[src/rtl/pc_fetch_unit.sv]
// Program counter and fetch sequencer: BOOT -> FETCH <-> EXEC, parking in TRAP on a misaligned target.
// Optional 64-bit retired-instruction counter (instret) enabled by defining RETIRE_CNT_EN.
module pc_fetch_unit #(
    parameter int             W        = 32,
    parameter logic [W-1:0]   RESET_PC = {W{1'b0}}
) (
    input  logic         clk,
    input  logic         rst,
    input  logic [1:0]   PCsrc,
    input  logic         ALUflag,
    input  logic [W-1:0] ALUout,
    input  logic [W-1:0] ImmExt,
    input  logic         stall,
    input  logic         imem_ready,
    output logic         imem_req,
    output logic [W-1:0] PC,
    output logic [W-1:0] PCPlus4,
    output logic [W-1:0] PCTarget,
    output logic         instr_valid,
    output logic         trap
`ifdef RETIRE_CNT_EN
    ,
    output logic [63:0]  instret
`endif
);

    typedef enum logic [1:0] {
        BOOT  = 2'd0,
        FETCH = 2'd1,
        EXEC  = 2'd2,
        TRAP  = 2'd3
    } state_e;

    localparam logic [W-1:0] PC_STEP = {{(W-3){1'b0}}, 3'b100};

    state_e       state_q, state_d;
    logic [W-1:0] pc_q, pc_d;
    logic [W-1:0] pc_next_s;
    logic         misalign_s;
    logic         imem_req_q, instr_valid_q, trap_q;

    assign PCPlus4  = pc_q + PC_STEP;
    assign PCTarget = pc_q + ImmExt;
    assign PC       = pc_q;
    assign imem_req    = imem_req_q;
    assign instr_valid = instr_valid_q;
    assign trap        = trap_q;

    // Candidate next PC; jalr clears bit 0 of the ALU result.
    always_comb begin
        pc_next_s = PCPlus4;
        case (PCsrc)
            2'b00:   pc_next_s = PCPlus4;
            2'b01:   pc_next_s = ALUflag ? PCTarget : PCPlus4;
            2'b10:   pc_next_s = PCTarget;
            2'b11:   pc_next_s = {ALUout[W-1:1], 1'b0};
            default: pc_next_s = PCPlus4;
        endcase
    end

    assign misalign_s = (pc_next_s[1:0] != 2'b00);

    // Next-state and next-PC logic; a misaligned target leaves PC on the faulting instruction.
    always_comb begin
        state_d = state_q;
        pc_d    = pc_q;
        case (state_q)
            BOOT: begin
                state_d = FETCH;
            end
            FETCH: begin
                if (imem_ready) begin
                    state_d = EXEC;
                end else begin
                    state_d = FETCH;
                end
            end
            EXEC: begin
                if (stall) begin
                    state_d = EXEC;
                end else if (misalign_s) begin
                    state_d = TRAP;
                end else begin
                    state_d = FETCH;
                    pc_d    = pc_next_s;
                end
            end
            TRAP: begin
                state_d = TRAP;
            end
            default: begin
                state_d = BOOT;
            end
        endcase
    end

    // State, PC and state-decoded output registers.
    always_ff @(posedge clk) begin
        if (rst) begin
            state_q       <= BOOT;
            pc_q          <= RESET_PC;
            imem_req_q    <= 1'b0;
            instr_valid_q <= 1'b0;
            trap_q        <= 1'b0;
        end else begin
            state_q       <= state_d;
            pc_q          <= pc_d;
            imem_req_q    <= (state_d == FETCH);
            instr_valid_q <= (state_d == EXEC);
            trap_q        <= (state_d == TRAP);
        end
    end

`ifdef RETIRE_CNT_EN
    logic        retire_s;
    logic [63:0] instret_q;

    assign retire_s = (state_q == EXEC) && !stall && !misalign_s;
    assign instret  = instret_q;

    // Retired-instruction counter, wraps naturally at 2^64.
    always_ff @(posedge clk) begin
        if (rst) begin
            instret_q <= 64'd0;
        end else if (retire_s) begin
            instret_q <= instret_q + 64'd1;
        end else begin
            instret_q <= instret_q;
        end
    end
`endif

endmodule

[config.mk]
export PLATFORM = sky130hd
export DESIGN_NAME = pc_fetch_unit
export DESIGN_NICKNAME = d
export VERILOG_FILES = /design/src/rtl/pc_fetch_unit.sv
export SDC_FILE = /design/constraint.sdc
export NUM_CORES = 1
export LEC_CHECK = 0
export CAP_MARGIN = 20
export CORE_MARGIN = 5
export CORE_UTILIZATION = 48
export DETAILED_ROUTE_END_ITERATION = 12
export PLACE_DENSITY = 0.88
export SETUP_SLACK_MARGIN = 0.02
export SYNTH_ARGS = -nofsm -noshare
export SYNTH_HDL_FRONTEND = slang
export SYNTH_SLANG_ARGS = --single-unit
[constraint.sdc]
create_clock -name clk -period 6.2 [get_ports clk]
set_clock_uncertainty 0.15 [all_clocks]
set_input_delay 0.62 -clock clk [delete_from_list [all_inputs] [get_ports clk]]
set_output_delay 0.62 -clock clk [all_outputs]
set_load 0.005 [all_outputs]
==> Word-level counts from Yosys, hierarchy flattened <==
Index checks and enable logic that the tools add are counted.
{ "classes": {"n_addsub": 2, "eq_ne": 9, "n_mux": 6, "bitwise_logic": 2, "n_reduce_logical": 4} }
{ "ops": {"columns": ["op", "n"], "rows": [
  ["case mux 32 bit (4 select lines)", 1],
  ["adder 32 x 3 -> 32 bit (second input constant)", 1],
  ["adder 32 bit", 1],
  ["2-to-1 mux 32 bit", 1],
  ["equality test 2 bit (second input constant)", 6],
  ["case mux 2 bit (4 select lines)", 1],
  ["equality test 2 x 1 -> 1 bit (second input constant)", 3],
  ["2-to-1 mux 2 bit", 3],
  ["logical NOT 2 bit", 2],
  ["AND reduction 3 bit", 1],
  ["inverter 1 bit", 2],
  ["nonzero test 2 bit", 1]
]} }
{ "word_totals": {"reg_bits": 37, "input_bits": 71, "out_inout_bits": 99} }

==> Depth between registers and ports, before layout <==
Gate-level depths: netlist (run 1).
{ "depth": {"depth_word": 8, "ltp_mapped": 12, "ltp_nobuf": 11} }

==> Worst setup path after synthesis (run 1) <==
OpenSTA, ideal clock, no wires.
{ "synth_path": {"path_type": "input to output", "startpoint": "input port ImmExt[0]", "endpoint": "output port PCTarget[30]", "arrival_ns": 2.711, "required_time_ns": 5.430, "slack_ns": 2.719, "cell_stages": 11, "path_buffers": 0, "path_cell_list": "ha_1 inv_1 fa_1 and2b_1 o211ai_2 a21oi_4 a31oi_2 o21a_1 or3_4 nand2_1 xor2_1"} }
{ "synth_between": {"elab_chain_len": 1} }
{ "synth_rtl": {"columns": ["element", "line_no", "text"], "rows": [
  ["start: declaration", "12", "input logic [W-1:0] ImmExt,"],
  ["adder 32 bit", "43", "assign PCTarget = pc_q + ImmExt;"],
  ["end: declaration", "18", "output logic [W-1:0] PCTarget,"]
]} }
Every way passes these cells.

==> Worst setup path after layout (run 1) <==
Same ends and word-level chain as after synthesis.

==> results.yml, run 1 <==
yosys:
  yosysTopAreaCell: "dfxtp_1"
  synth-seq-cells: 37
  synth-xor-area-share: 0.115
  synth_edf_count: 0
  synth_area_leaders: "dfxtp_1 (17%), ha_1 (9.4%), xnor2_1 (7.6%)"
  syn_avg_cell_area_um2: 7.34
  syn_nets: 687
  ys_warn_count: 0
  synth.distinct_cells: 69
  synth_top_family_by_area: "compound AO/OA/AOI/OAI gates"
  synth_area_mm2: 0.00428
  syn_inst: 583
  synth_top_flop_cell: "dfxtp_1"
  synth_top_area_frac: 0.173
  synth_compound_area_frac: 0.295
  ys_seq_area_frac: 0.173
  synth.area.mux_share: 0.0120
  async_flop_share: 0
  synth_fa_ha_area_frac: 0.0982
  synth_simple_gate_area_frac: 0.261
clock_tree:
  ctsResizeCount: 0
  clkTransAtPathRegs_ns: 0.09
  cts_tree: "built"
  cts_root_buf: "clkbuf_8"
  clock_sinks: 37
  clockBufferDepth: 2
  cts-buffers-inserted: 5
  postCtsSetupBuffers: 0
  htree_levels: 2
  holdBufCountCts: 0
  clock_latency_ns: 0.30
place:
  routabilityCongestion: 0.923
  io_buffers: 168
  dp_hpwl_um: 12700
  placed_cells: 832
  placed_cell_area_mm2: 0.00599
final_layout:
  fill_cells: 734
  syn2layout_area_growth_pct: 43.1
  nets: 836
  design_area_mm2: 0.00613
  diodes: 0
  multi_input_area_mm2: 0.00334
  drive_gt1_frac: 0.0396
  regArea_um2: 741
  final_cells: 841
timing:
  period_needed_ns: 4.73
  fmax_mhz: 211
  post-route-period-util: 0.763
  timing.hold.ws_ns: 0.380
  slew_violations: 0
  setup_viol: 0
  hold_viol: 0
  setup_tns_ns: 0
  worstMarginPinSlew_ns: 1.03
  max-slew-margin-rel: 0.313
  rsz0062_at_grt: "no"
pwr:
  powerDensity_mw_per_mm2: 127
  leakage_nw: 2.42
  irDropWorstVdd_uv: 98.6
  finalPower_mw: 0.776
routing:
  dr.pass1.iters: 6
  wl_um: 16800
  vias: 5218
  wl_per_cell_um: 19.9
  vias_per_cell: 6.20
  drc: 0
  postRouteAntennaNets: 0
  drt_iter0_markers: 322
min_path:
  holdPathEnd: "trap"
  worstHoldStart: "state_q[1]"
  hp-class: "register to register"
  hold_depth: 1
setup_path:
  cp_max_fo: 4
  r2r_slack_ns: 2.94
  critical_path_class: "input port to primary output"
  cp.arrival_ns: 3.96
  end_kind: "primary output"
  critPathLaunchType: "input port"
  worstPathRequired_ns: 5.43
  timing.rr.start: "PC[0]"
  crit_path_start: "ImmExt[0]"
  rr_endpoint: "PC[30]"
  reg2reg_depth: 11
floorplan:
  row_count: 34
  die_height_um: 104
  ios: 170
  core_mm2: 0.00872
  floorplan.die.width_um: 104
  initial_core_util: 0.491
  fp.dieArea_mm2: 0.0109
grt:
  grt_pass1_vias: 5420
  gr-usage-all-layers: 0.293
  grt_max_degree: 39
  overflow: 0
  antenna_found_initial: 0
  grt_pass1_wl_um: 27100
run:
  drv_cap: 0
run_status:
  status: "finished clean"
-- kinds of logic after synthesis --
group | Yosys count
compound gates | 178
xor+xnor | 56
fa+ha+maj | 33
buf+inv | 47
flops | 37
mux | 5
simple gates | 227
-- state kept, by name, summed over array words and instances, names as in the netlist --
signal	count
PC	32
imem_req	1
instr_valid	1
trap	1
state_q	2
-- how the worst max path moves through the flow --
stage / slack, ns / to / cells past startpoint
finish: 1.47 / PCTarget[30] / 13
global route: 1.35 / PCTarget[30] / 13
CTS: 1.46 / PCTarget[30] / 13
detailed placement: 1.48 / PCTarget[30] / 13
global placement: 1.52 / PCTarget[30] / 13
floorplan: 2.72 / PCTarget[30] / 11
-- synth_stat cells, types with 6 or more instances --
library cell and count:
a211oi_1 10, a21oi_1 56, xor2_1 19, buf_2 11
nor2_1 58, nand3_1 21, ha_1 32, a21o_1 8
nand2_1 56, o21bai_1 6, o21ai_0 22, xnor2_1 37
a221o_1 17, and3_1 14, dfxtp_1 37, clkbuf_1 18
o21a_1 6, and2_1 7, nor3_1 24, nand4_1 15
inv_1 16
-- power by group --
group | internal (mW) | leakage (nW) | switching [mW]
logic | 0.146 | 2.06 | 0.136
registers | 0.245 | 0.300 | 0.0112
clock network | 0.131 | 0.0574 | 0.107
-- final cells by class --
cell class | instances | area share
clock buffer | 6 | 0.0135
timing repair buffer | 173 | 0.282
sequential | 37 | 0.121
clock inverter | 2 | 0.00613
multi-input combinational | 499 | 0.546
inverter | 16 | 0.00980
tap | 108 | 0.0221
-- metal layers --
layer  share of wire  track usage
met1            0.44        0.382
met2            0.47        0.490
met3           0.075       0.0583
met4           0.018       0.0814
met5               0            0
-- per-stage QoR --
step | util | setup WS (ns)
floorplan | - | 2.72
global placement | 0.687 | 1.52
detailed placement | 0.687 | 1.48
CTS | 0.701 | 1.46
global route | 0.702 | 1.35
finish | 0.702 | 1.47
-- cell usage in the layout, fill, tap and decap left out, types with 5 or more instances in the layout --
master	netlist	final
xor2_1	19	19
nor3_1	24	24
nand2_1	56	56
and2_1	7	7
clkdlybuf4s50_1	0	168
o21a_1	6	6
a21oi_1	56	56
inv_1	16	16
nand4_1	15	15
a221o_1	17	17
a211oi_1	10	10
clkbuf_8	0	6
and4_1	5	5
o21ai_0	22	22
nor2_1	58	58
ha_1	32	32
dfxtp_1	37	37
nand2b_1	5	5
xnor2_1	37	37
o21bai_1	6	6
a21o_1	8	8
nand3_1	21	21
and3_1	14	14
-- worst max-delay path: stages --
cell             delay, ns
clkdlybuf4s50_1       0.47
ha_1                  0.17
inv_1                 0.05
fa_1                  0.40
and2b_1               0.26
o211ai_2              0.15
a21oi_4               0.23
a31oi_2               0.16
o21a_1                0.27
or3_4                 0.42
nand2_1               0.09
xor2_1                0.16
clkdlybuf4s50_1       0.52
Note: power is estimated with default switching activity, not from simulation.
==> run 2: changes to the inputs <==
--- a/config.mk
+++ b/config.mk
@@ -7,9 +7,9 @@
 export LEC_CHECK = 0
 export CAP_MARGIN = 20
 export CORE_MARGIN = 5
-export CORE_UTILIZATION = 48
+export CORE_UTILIZATION = 41
 export DETAILED_ROUTE_END_ITERATION = 12
-export PLACE_DENSITY = 0.88
+export PLACE_DENSITY = 0.8
 export SETUP_SLACK_MARGIN = 0.02
 export SYNTH_ARGS = -nofsm -noshare
 export SYNTH_HDL_FRONTEND = slang
==> constraint.sdc (replaced) <==
create_clock -name clk -period 3.8 [get_ports clk]
set_clock_uncertainty 0.15 [all_clocks]
set_input_delay 0.38 -clock clk [delete_from_list [all_inputs] [get_ports clk]]
set_output_delay 0.38 -clock clk [all_outputs]
set_load 0.005 [all_outputs]
==> run 2 against run 1 <==
  * Sequential power up 63%
  * Utilization down 6.6 points
  * Wire length up 3.2%
  * First-iteration DRC count up 22%
  * Clock power up 24%
  * Setup slack worse by 1.3 ns
  * Combinational power up 72%
  * Global-route usage down 3.2 points
  * Power up 55%
  * Critical path depth unchanged
  * Worst hold slack worse by 0.0054 ns
  * Cell area up 6.8%
  * Critical path type unchanged
  * Largest cell class unchanged
==> results.yml, run 2 (same netlist as run 1, synthesis figures left out) <==
run_status:
  status: "finished clean"
grt:
  overflow: 0
  grt_max_degree: 32
  grt_pass1_wl_um: 27500
  grt_pass1_vias: 5432
  antenna_found_initial: 0
  gr-usage-all-layers: 0.262
timing:
  slew_violations: 0
  worstMarginPinSlew_ns: 0.640
  max-slew-margin-rel: 0.569
  fmax_mhz: 272
  hold_viol: 0
  finalWorstSetupSlack_ns: 0.121
  period_needed_ns: 3.68
  setup_tns_ns: 0
  rsz0062_at_grt: "yes"
  setup_viol: 0
  post-route-period-util: 0.968
routing:
  wl_um: 17300
  drt_iter0_markers: 392
  dr.pass1.iters: 5
  vias_per_cell: 5.91
  vias: 5375
  drc: 0
  postRouteAntennaNets: 0
  wl_per_cell_um: 19.0
clock_tree:
  clock_sinks: 37
  cts-buffers-inserted: 5
  holdBufCountCts: 0
  clockBufferDepth: 2
  cts_tree: "built"
  cts_root_buf: "clkbuf_8"
  htree_levels: 2
  clkTransAtPathRegs_ns: 0.09
  clock_latency_ns: 0.30
setup_path:
  critPathLaunchType: "input port"
  critical_path_buf_inv_count: 3
  crit_slowest_cell: "clkdlybuf4s50_1"
  cp.arrival_ns: 3.15
  critPathTopFamily: "simple AND/OR/NAND/NOR gates"
  critical_path_class: "input port to primary output"
  end_kind: "primary output"
  cpPeakStageDelay_ns: 0.48
  crit_path_cell_trace: "clkdlybuf4s50_1 > ha_2 > inv_1 > fa_2 > and2b_2 > o211ai_4 > a21oi_4 > a31oi_4 > o21a_1 > or3_4 > nand2_1 > xor2_1 > clkbuf_2"
  r2r_slack_ns: 0.77
  worstPathRequired_ns: 3.27
  cp_max_fo: 3
final_layout:
  nets: 877
  syn2layout_area_growth_pct: 52.8
  diodes: 0
  layout_commonest_cell: "clkdlybuf4s50_1"
  drive_gt1_frac: 0.123
  largest_reg_flops: 32
  multi_input_area_mm2: 0.00346
  fin_util: 0.637
  regArea_um2: 742
  fill_cells: 934
  final_cell_mix: "clkdlybuf4s50_1 (159), nand2_1 (56), nor2_1 (55), a21oi_1 (53), buf_4 (45)"
  design_area_mm2: 0.00654
floorplan:
  die_height_um: 112
  row_count: 37
  fp.dieArea_mm2: 0.0126
  initial_core_util: 0.417
  core_mm2: 0.0103
  ios: 170
  floorplan.die.width_um: 112
place:
  dp_hpwl_um: 13400
  io_buffers: 168
  dpl_worst_slack_ns: -0.338
  placed_cell_area_mm2: 0.00632
  routabilityCongestion: 0.946
pwr:
  leakage_nw: 2.65
  powerDensity_mw_per_mm2: 183
  irDropWorstVdd_uv: 160
run:
  drv_cap: 0
min_path:
  hp-class: "register to register"
run 2: cell types whose count changed in the layout (fill, tap and decap cells not counted), sizes merged:
cell / change
buf: +44
bufinv: -1
clkdlybuf4s50: -9
clkinv: +2
dlymetal6s2s: +2
dlygate4sd2: +3
run 2: repair_timing:
item | in CTS | in global routing
pin swaps | 6 | 13
buffers inserted | 0 | 5
resized for setup | 19 | 31
setup endpoints to repair | 10 | 12
hold endpoints to repair | 0 | 0
run 2: layout make-up:
type / count / area share
multi-input cells: 499 / 0.529
repair buffers: 214 / 0.309
flip-flops and latches: 37 / 0.113
well taps: 136 / 0.0260
clock buffers: 5 / 0.0105
inverters: 16 / 0.00918
clock inverters: 3 / 0.00268
run 2: power breakdown:
group,switching (mW),internal (mW)
Clock,0.168,0.127
Combinational,0.233,0.253
Sequential,0.0174,0.400
Total,0.419,0.780
run 2: layer usage:
| metal | part of all wire | GRT usage |
|---|---|---|
| met5 | 0 | 0 |
| met4 | 0.018 | 0.0617 |
| met3 | 0.082 | 0.0577 |
| met2 | 0.47 | 0.445 |
| met1 | 0.43 | 0.338 |
run 2: worst paths after layout:
path	start	end	depth (start not counted)
worst max register to register	PC[1]	PC[30]	11
worst max-delay path	ImmExt[0]	PCTarget[30]	13
worst min register to register	state_q[1]	trap	1
worst min-delay path	state_q[1]	trap	1
run 2: through the flow:
step                hold WS [ns]  total power, mW  std cells
detailed placement         0.351            0.902        897
CTS                        0.375             1.20        905
global route               0.393             1.26        910
global placement           0.357            0.895        897
floorplan                  0.319            0.638        583
finish                     0.374             1.20        910
==> run 3: changes to the inputs <==
--- a/config.mk
+++ b/config.mk
@@ -6,11 +6,12 @@
 export NUM_CORES = 1
 export LEC_CHECK = 0
 export CAP_MARGIN = 20
-export CORE_MARGIN = 5
-export CORE_UTILIZATION = 41
+export CORE_MARGIN = 4
+export CORE_UTILIZATION = 45
 export DETAILED_ROUTE_END_ITERATION = 12
-export PLACE_DENSITY = 0.8
+export PLACE_DENSITY = 0.84
 export SETUP_SLACK_MARGIN = 0.02
+export SLEW_MARGIN = 10
 export SYNTH_ARGS = -nofsm -noshare
 export SYNTH_HDL_FRONTEND = slang
 export SYNTH_SLANG_ARGS = --single-unit
==> constraint.sdc (replaced) <==
create_clock -name clk -period 3.78 [get_ports clk]
set_clock_uncertainty 0.15 [all_clocks]
set_input_delay 0.378 -clock clk [delete_from_list [all_inputs] [get_ports clk]]
set_output_delay 0.378 -clock clk [all_outputs]
set_load 0.005 [all_outputs]
==> run 3 against run 2 <==
  * Critical path depth down 3
  * First-iteration DRC count decreased by 25%
  * Register-to-register slack worse by 0.18 ns
  * Wire length increased by 2.6%
  * Cell count increased by 0.22%
  * Worst hold slack improved by 0.021 ns
  * Clock-buffer cell count unchanged
  * Largest cell class unchanged
  * Non-clock buffer count increased by 9
  * Sequential share of layout area decreased by 0.20 points
  * Via count rose by 1.9%
  * Die area shrank 11%
  * Combinational power grew 3%
==> results.yml, run 3 (same netlist as run 1, synthesis figures left out) <==
min_path:
  holdPathEnd: "trap"
  worstHoldStart: "state_q[1]"
  hold_depth: 1
  hp-class: "register to register"
setup_path:
  crit_path_cell_trace: "clkdlybuf4s50_1 > ha_2 > and2_1 > a221o_1 > o21bai_4 > a31oi_1 > nor4_1 > buf_4 > xnor2_2 > clkdlybuf4s50_1"
  critPathTopFamily: "buffers and inverters"
  cp_max_fo: 7
  cpPeakStageDelay_ns: 0.54
  critPathLaunchType: "input port"
  end_kind: "primary output"
  crit_slowest_cell: "clkdlybuf4s50_1"
  rr_endpoint: "PC[30]"
  critical_path_buf_inv_count: 3
  reg2reg_depth: 12
  path_common_cell: "clkdlybuf4s50_1"
  cp.arrival_ns: 3.16
  worstPathRequired_ns: 3.25
  critical_path_class: "input port to primary output"
  timing.rr.start: "PC[0]"
  r2r_slack_ns: 0.59
floorplan:
  floorplan.die.width_um: 106
  ios: 170
  initial_core_util: 0.463
  fp.dieArea_mm2: 0.0111
  die_height_um: 106
  row_count: 35
  core_mm2: 0.00924
routing:
  wl_um: 17700
  wl_per_cell_um: 19.5
  vias_per_cell: 6.00
  drt_iter0_markers: 293
  dr.pass1.iters: 5
  postRouteAntennaNets: 0
  vias: 5476
  drc: 0
final_layout:
  drive_gt1_frac: 0.130
  layout_commonest_cell: "clkdlybuf4s50_1"
  nets: 886
  syn2layout_area_growth_pct: 55.3
  largest_reg_flops: 32
  final_cell_mix: "clkdlybuf4s50_1 (160), nor2_1 (56), nand2_1 (56), buf_4 (55), a21oi_1 (52)"
  design_area_mm2: 0.00665
  fill_cells: 748
  diodes: 0
timing:
  setup_viol: 0
  hold_viol: 0
  period_needed_ns: 3.69
  rsz0062_at_grt: "yes"
  fmax_mhz: 271
  max-slew-margin-rel: 0.551
  timing.hold.ws_ns: 0.395
  post-route-period-util: 0.975
  worstMarginPinSlew_ns: 0.667
  slew_violations: 0
run:
  drv_cap: 0
grt:
  overflow: 0
  grt_max_degree: 33
  antenna_found_initial: 0
  grt_pass1_wl_um: 27800
  grt_pass1_vias: 5446
  gr-usage-all-layers: 0.305
pwr:
  irDropWorstVdd_uv: 151
  finalPower_mw: 1.35
  powerDensity_mw_per_mm2: 204
  leakage_nw: 2.71
clock_tree:
  clockBufferDepth: 2
  cts_tree: "built"
  clkTransAtPathRegs_ns: 0.08
  cts-buffers-inserted: 5
  htree_levels: 2
  clock_sinks: 37
  cts_root_buf: "clkbuf_8"
  clock_latency_ns: 0.30
  holdBufCountCts: 0
run_status:
  status: "finished clean"
place:
  dp_hpwl_um: 13600
  io_buffers: 168
  routabilityCongestion: 0.994
  placed_cell_area_mm2: 0.00635
## run 3: cell types whose count changed in the layout (fill, tap and decap cells not counted), sizes merged
cell / delta
buf: +7
bufinv: +2
clkbuf: +1
clkdlybuf4s15: +1
clkdlybuf4s50: +1
clkinv: -1
clkinvlp: -1
dlygate4sd2: -1
## run 3: cell type report
class	count	area [um^2]	share of cell area
multi-input combinational	499	3470	0.522
timing repair buffer	223	2080	0.313
sequential	37	741	0.111
tap	129	161	0.0243
clock buffer	5	68.8	0.0103
clock inverter	3	65.1	0.00978
inverter	16	60.1	0.00903
## run 3: per-stage QoR
stage | setup TNS, ns | util | std cells | setup slack (ns)
after floorplan | 0 | - | 583 | 0.759
after global placement | -1.31 | 0.687 | 897 | -0.283
after detailed placement | -1.72 | 0.687 | 897 | -0.338
after CTS | 0 | 0.706 | 906 | 0.0267
after global routing | -0.0122 | 0.720 | 912 | -0.0122
final | 0 | 0.720 | 912 | 0.0932
## run 3: how the worst max path moves through the flow
stage               start            to  slack, ns  cells after the start
6_report       ImmExt[11]  PCTarget[31]       0.09                     10
5_1_grt        ImmExt[12]  PCTarget[31]      -0.01                     10
4_1_cts         ImmExt[2]  PCTarget[31]       0.03                     11
3_5_place_dp    ImmExt[0]  PCTarget[30]      -0.34                     13
3_3_place_gp    ImmExt[0]  PCTarget[30]      -0.28                     13
2_1_floorplan       PC[0]  PCTarget[30]       0.76                     11
## run 3: layer usage
metal  routed length [um]  GRT usage  vias up
met5                    0          0        -
met4                  488      0.104        0
met3                 1660     0.0618       36
met2                 8460      0.522      298
met1                 7140      0.381     2570
li1                     -          -     2572
## run 3: what timing repair did
action                     in CTS  in global routing
gates resized for setup        14                 30
setup endpoints to repair      10                 15
pin swaps                       5                 10
buffers inserted                1                  6
## run 3: power by group
group | internal (mW) | switching [mW]
clock network | 0.263 | 0.172
registers | 0.402 | 0.0168
logic | 0.262 | 0.238
